--- config.mk ---
export PLATFORM = sky130hd
export DESIGN_NAME = fetch_unit
export DESIGN_NICKNAME = d
export VERILOG_FILES = /design/src/rtl/fetch_unit.sv
export SDC_FILE = /design/constraint.sdc
export NUM_CORES = 1
export LEC_CHECK = 0
export BUFFER_PORTS_ARGS = -buffer_cell sky130_fd_sc_hd__buf_2
export CORE_MARGIN = 5
export CORE_UTILIZATION = 59
export CTS_CLUSTER_DIAMETER = 200
export DETAILED_ROUTE_END_ITERATION = 8
export PLACE_DENSITY = 0.94
export SLEW_MARGIN = 10
export SYNTH_ARGS = -nofsm -noshare
export SYNTH_HDL_FRONTEND = slang
export SYNTH_SLANG_ARGS = --single-unit
--- constraint.sdc ---
create_clock -name clk -period 8.7 [get_ports clk]
set_clock_uncertainty 0.05 [all_clocks]
set_input_delay 0.87 -clock clk [delete_from_list [all_inputs] [get_ports clk]]
set_output_delay 0.87 -clock clk [all_outputs]
set_load 0.02 [all_outputs]
--- src/rtl/fetch_unit.sv ---
// Instruction-fetch stage: PC register, one-cycle-latency imem requests and a
// small {pc, instr} output FIFO with credit-based issue and redirect flush.
module fetch_unit #(
   parameter logic [31:0] RESET_PC   = 32'h0000_0000,
   parameter int          FIFO_DEPTH = 2
) (
   input  logic        clk,
   input  logic        reset,
   output logic        imem_req,
   output logic [31:0] imem_addr,
   input  logic [31:0] imem_rdata,
   input  logic        redirect_valid,
   input  logic [31:0] redirect_pc,
   output logic        valid_out,
   input  logic        ready_out,
   output logic [31:0] instr,
   output logic [31:0] pc_out
);

   localparam int AW = $clog2(FIFO_DEPTH);
   localparam int CW = AW + 1;

   logic [31:0]   pc;
   logic [31:0]   inflight_pc;
   logic          inflight;
   logic [AW-1:0] rd_ptr;
   logic [AW-1:0] wr_ptr;
   logic [CW-1:0] count;
   logic [31:0]   fifo_pc    [FIFO_DEPTH];
   logic [31:0]   fifo_instr [FIFO_DEPTH];
   logic          pop;
   logic          push;
   logic [CW:0]   credit;

   // Credit counts buffered plus in-flight words, minus the one leaving now,
   // so a request is only issued when its response is guaranteed a slot.
   always_comb begin
      valid_out = (count != '0);
      pop       = valid_out & ready_out;
      credit    = (CW+1)'(count) + (CW+1)'(inflight) - (CW+1)'(pop);
      imem_req  = reset & ~redirect_valid & (credit < (CW+1)'(FIFO_DEPTH));
      imem_addr = pc;
      push      = inflight & ~redirect_valid;
      instr     = valid_out ? fifo_instr[rd_ptr] : '0;
      pc_out    = valid_out ? fifo_pc[rd_ptr]    : '0;
   end

   always_ff @(posedge clk or negedge reset) begin
      if (!reset) begin
         pc          <= RESET_PC;
         inflight_pc <= '0;
         inflight    <= 1'b0;
         rd_ptr      <= '0;
         wr_ptr      <= '0;
         count       <= '0;
      end else if (redirect_valid) begin
         // The flush empties the FIFO, so a same-cycle pop needs no bookkeeping.
         pc       <= {redirect_pc[31:2], 2'b00};
         inflight <= 1'b0;
         rd_ptr   <= '0;
         wr_ptr   <= '0;
         count    <= '0;
      end else begin
         inflight <= imem_req;
         if (imem_req) begin
            pc          <= pc + 32'd4;
            inflight_pc <= pc;
         end
         if (push) wr_ptr <= wr_ptr + AW'(1);
         if (pop)  rd_ptr <= rd_ptr + AW'(1);
         case ({push, pop})
            2'b10:   count <= count + CW'(1);
            2'b01:   count <= count - CW'(1);
            default: count <= count;
         endcase
      end
   end

   // Storage needs no reset: the output mux hides stale entries.
   always_ff @(posedge clk) begin
      if (push) begin
         fifo_pc[wr_ptr]    <= inflight_pc;
         fifo_instr[wr_ptr] <= imem_rdata;
      end
   end

endmodule

# Yosys cells after proc, flatten, opt, wreduce, memory -nomap -nowiden
# Memories as Yosys holds them, arrays and structs flattened.
# Cells that the tools add are included.
# W data, S select, Z words.
# totals
word_cells	42
n_memories	2
romBits	0
latchBits	0
ff_bits	69
inputBits	68
ramBits	128
# memory_table
memory	words	width	rd	rd_ports_with_merged_regs	wr	line_no	source
fifo_instr	2	32	1	0	1	30	logic [31:0] fifo_instr [FIFO_DEPTH];
fifo_pc	2	32	1	0	1	29	logic [31:0] fifo_pc [FIFO_DEPTH];
# classes
n_addsub	7
n_div	0
bitwise	5
n_lt_le_gt_ge	1
reduce_logical	6
eq_ne	2
multipliers	0
n_mux	13
shifts	0
# op_table
operator	n
$mux W32	4
$add A32 B3 Y32 const B	1
$reduce_bool A2 Y1	4
$mux W1	7
$and A1 B1 Y1	4
$pmux W2 S2	1
$add A2 B1 Y3	1
$lt A3 B2 Y1 const B	1
$reduce_bool A3 Y1	1
$sub A3 B1 Y3	1
$add A1 B1 Y1 const B	2
$add A2 B1 Y2 const B	1
$eq A2 B1 Y1 const B	1
$eq A2 B2 Y1 const B	1
$mux W2	1
$reduce_and A2 Y1	1
$sub A2 B1 Y2 const B	1
$not A1 Y1	1

# Logic depth before layout (Yosys ltp)
# logic_depth
word_depth	7
ltp_mapped	15

# Least setup slack after synthesis
# OpenSTA, ideal clock, no wires.
# synth_path
path_type	input -> register
from	input port redirect_valid
to	memory fifo_instr[0][0] (enable)
n_path_buf	3
stages	4
required_ps	8079
setup_ps	571
t_arrival_ps	6059
path_slack_ps	2020
cell_sequence	clkbuf_1 -> clkbuf_1 -> clkbuf_1 -> nor3b_1
# synth_via
elab_chain_len	4
# synth_rtl
item	line_no	source
from (decl)	12	input logic redirect_valid,
$not A1 Y1 (no source line)	n/a	
$and A1 B1 Y1	43	push = inflight & ~redirect_valid;
$mux W1	81	if (push) begin
$mux W1 (implied by the code)	83	fifo_instr[wr_ptr] <= imem_rdata;
to (decl)	30	
# No other way between the ends.

# Worst setup path after layout
# layout_path
from	register count[1]
to	output port imem_req
# layout_via
elab_chain_len	5
word_cells_on_any_way	6
cone_classes	add/sub: 2; order compare: 1; bitwise: 2; reduce/logical: 1
# layout_rtl
item	line_no	source
from (decl)	28	logic [CW-1:0] count;
from (signal assigned)	72	2'b10: count <= count + CW'(1);
from (signal assigned)	73	2'b01: count <= count - CW'(1);
from (signal assigned)	74	default: count <= count;
parallel branches: the longest is 2 deep, another holds $add A2 B1 Y3	n/a	
$sub A3 B1 Y3 *	40	credit = (CW+1)'(count) + (CW+1)'(inflight) - (CW+1)'(pop);
$lt A3 B2 Y1 *	41	imem_req = reset & ~redirect_valid & (credit < (CW+1)'(FIFO_DEPTH));
$and A1 B1 Y1 *	41	
to (decl)	9	output logic imem_req,
# Mark *: on every way between the ends.

==> qor.yml <==
status: "completed"
hold_viol: 0
clock-sinks: 189
async_flop_share: 0.344
grt_setup_unrepaired: "no"
total_leakage_power_uw: 0.00390
cap_violations: 0
synth_ff_type: "edfxtp_1"
via_per_inst: 5.65
port_buffers: 159
clock_path_buffers: 2
cp_top_family: "buffers and inverters"
antenna_found_initial: 0
critPathMostFrequentCell: "inv_1"
hold_class: "input pin to asynchronous set/reset pin"
yosys_register_bits: 189
required_ps: 7780
relSlewSlack: 0.233
route.detailed.drc: 0
drive_gt1_frac: 0.263
rows: 42
dp_hpwl_um: 10800
stdcell_count: 972
cts_repair_resize_count: 0
yosys.area.top_type_share: 0.469
grt_pass1_vias: 5462
min_period_over_period: 0.577
first_pass_iters: 5
slowest_stage: "dfrtp_1"
critical_path.max_stage_delay_ps: 480
antenna_left: 0
overflow: 0
worstRegToRegCells: 15
start_util: 0.600
core_um2: 13200
yosys.area.top_type: "edfxtp_1"
io_pins: 166
critPathBufInv: 6
fin_setup_tns_ps: 0
area.growth.synth_to_final_pct: 19.1
synthesis.area_um2: 7940
setup_viol: 0
grt_pass1_wl_um: 27900
synth_area_leaders: "edfxtp_1 47%, dfrtp_1 20%, mux2i_1 8.2%"
p_total_uw: 2690
avgSynthCellArea_um2: 12.5
cts_hold_buf: 0
fill_cells: 906
yosys-top-cells-count: "124 x edfxtp_1, 112 x nand2_1, 76 x nor2_1, 65 x dfrtp_1, 65 x mux2i_1"
htreeDepth: 4
antennaDiodeCount: 0
critical_path_peak_fanout: 56
placedCellCount: 940
cp-end-kind: "output port"
crit_arrival_ps: 4100
slew_violations: 0
place_congestion: 0.850
yosysMostFrequentCell: "edfxtp_1"
worstPathCellList: "nor2_4, inv_1, nand2_1, inv_1, ha_1, nand2b_1, fa_1, xor2_1, or3_2, buf_4, inv_1, buf_4, buf_2"
ys_types: 53
cts_tree: "built"
die_area_um2: 15900
fin_crit_ps: 5020
power_density_nw_per_um2: 284
worst_pin_slew_ps: 1150
final_nets: 854
synth-edff-count: 124
dr.first_iter.drc_count: 428
synth_cells: 636
clkSlewWorstSetupHoldPaths_ps: 70
post_cts_buffers: 0
yosys_warnings: 0
vias: 5496
critPathKind: "register to output port"
die_w_um: 126
drt-total-wl_um: 17000
yosysSeqAreaShare: 0.673
cts_made_buffers: 17
max_freq_mhz: 199
clock_latency_ps: 430
die_height_um: 126
grt_max_degree: 64
ir_drop_v: 0.000194
track_usage: 0.222
cp.depth: 13
post_drt_wl_per_cell_um: 17.5
root_buffer: "clkbuf_16"
startpoint_type: "register"
-- per-stage QoR --
| step | cell area [um2] | utilization | hold WS, ps | worst slack, ps |
|---|---|---|---|---|
| detailed placement | 8860 | 0.669 | 403 | 3800 |
| floorplan | 7960 | - | 392 | 2020 |
| global route | 9460 | 0.714 | 360 | 3420 |
| finish | 9460 | 0.714 | 342 | 3680 |
| global placement | 8860 | 0.669 | 398 | 3870 |
| CTS | 9460 | 0.714 | 346 | 3660 |
-- worst register-to-register path: cells and delay by family, from the launching register on --
family          cells  cell delay, ps
compound gates      2             370
xor+xnor            1             140
fa+ha+maj           2             660
buf+inv             5            1360
flops               1             480
simple gates        5            1420
-- per-layer routing --
layer / GRT usage / vias up / share of wire
met2: 0.360 / 275 / 0.49
met3: 0.0597 / 22 / 0.088
li1: - / 2574 / -
met4: 0.0763 / 0 / 0.015
met5: 0 / - / 0
met1: 0.292 / 2625 / 0.41
-- sequential cells by signal, indices dropped and copies added (netlist names) --
register     cells
count            2
fifo_instr      64
fifo_pc         60
imem_addr       30
inflight         1
inflight_pc     30
rd_ptr           1
wr_ptr           1
-- cell families after synthesis --
logic type / after synthesis / synth area share
multiplexers: 66 / 0.0833
other: 1 / 0.000472
buffers and inverters: 51 / 0.0272
XOR/XNOR: 7 / 0.00772
flip-flops: 189 / 0.673
AND/OR/NAND/NOR: 254 / 0.145
adder cells (fa/ha/maj): 3 / 0.00567
AO/OA/AOI/OAI: 65 / 0.0570
-- power breakdown --
part           total (uW)  switching (uW)  internal (uW)
sequential           1280             149           1130
combinational         624             399            225
clock                 777             344            433
total                2690             892           1790
-- area by class of cell --
cell class,count,area (um2),share of cell area
tap,176,220,0.0233
timing repair buffer,165,841,0.0889
clock buffer,17,425,0.0450
clock inverter,15,175,0.0185
inverter,11,41.3,0.00436
sequential,189,5350,0.566
multi-input combinational,399,2400,0.254
-- final timing paths --
check,start,end,slack [ps]
worst max-delay path,count[1],imem_req,3680
worst min-delay path,reset,inflight_pc[4],340
worst max register to register,count[1],imem_addr[5],4120
worst min register to register,inflight_pc[13],fifo_pc[0][13],420
max in group asynchronous,reset,rd_ptr,7200
min in group clk,inflight_pc[13],fifo_pc[0][13],420
-- cell usage in the layout, fill, tap and decap left out, drive strengths merged, types with 3 or more instances in the layout --
cell type	n
buf	165
edfxtp	124
nand2	112
nor2	76
mux2i	65
dfrtp	65
o21ai	24
inv	19
clkbuf	17
nand3	15
nand4	12
o311ai	9
a22oi	7
a221o	7
nor2b	6
xnor2	6
nor4	6
nand2b	5
a21oi	5
or4	5
o211ai	4
conb	4
nand3b	3
nor3	3
clkinvlp	3
(Power assumes the default switching activity.)
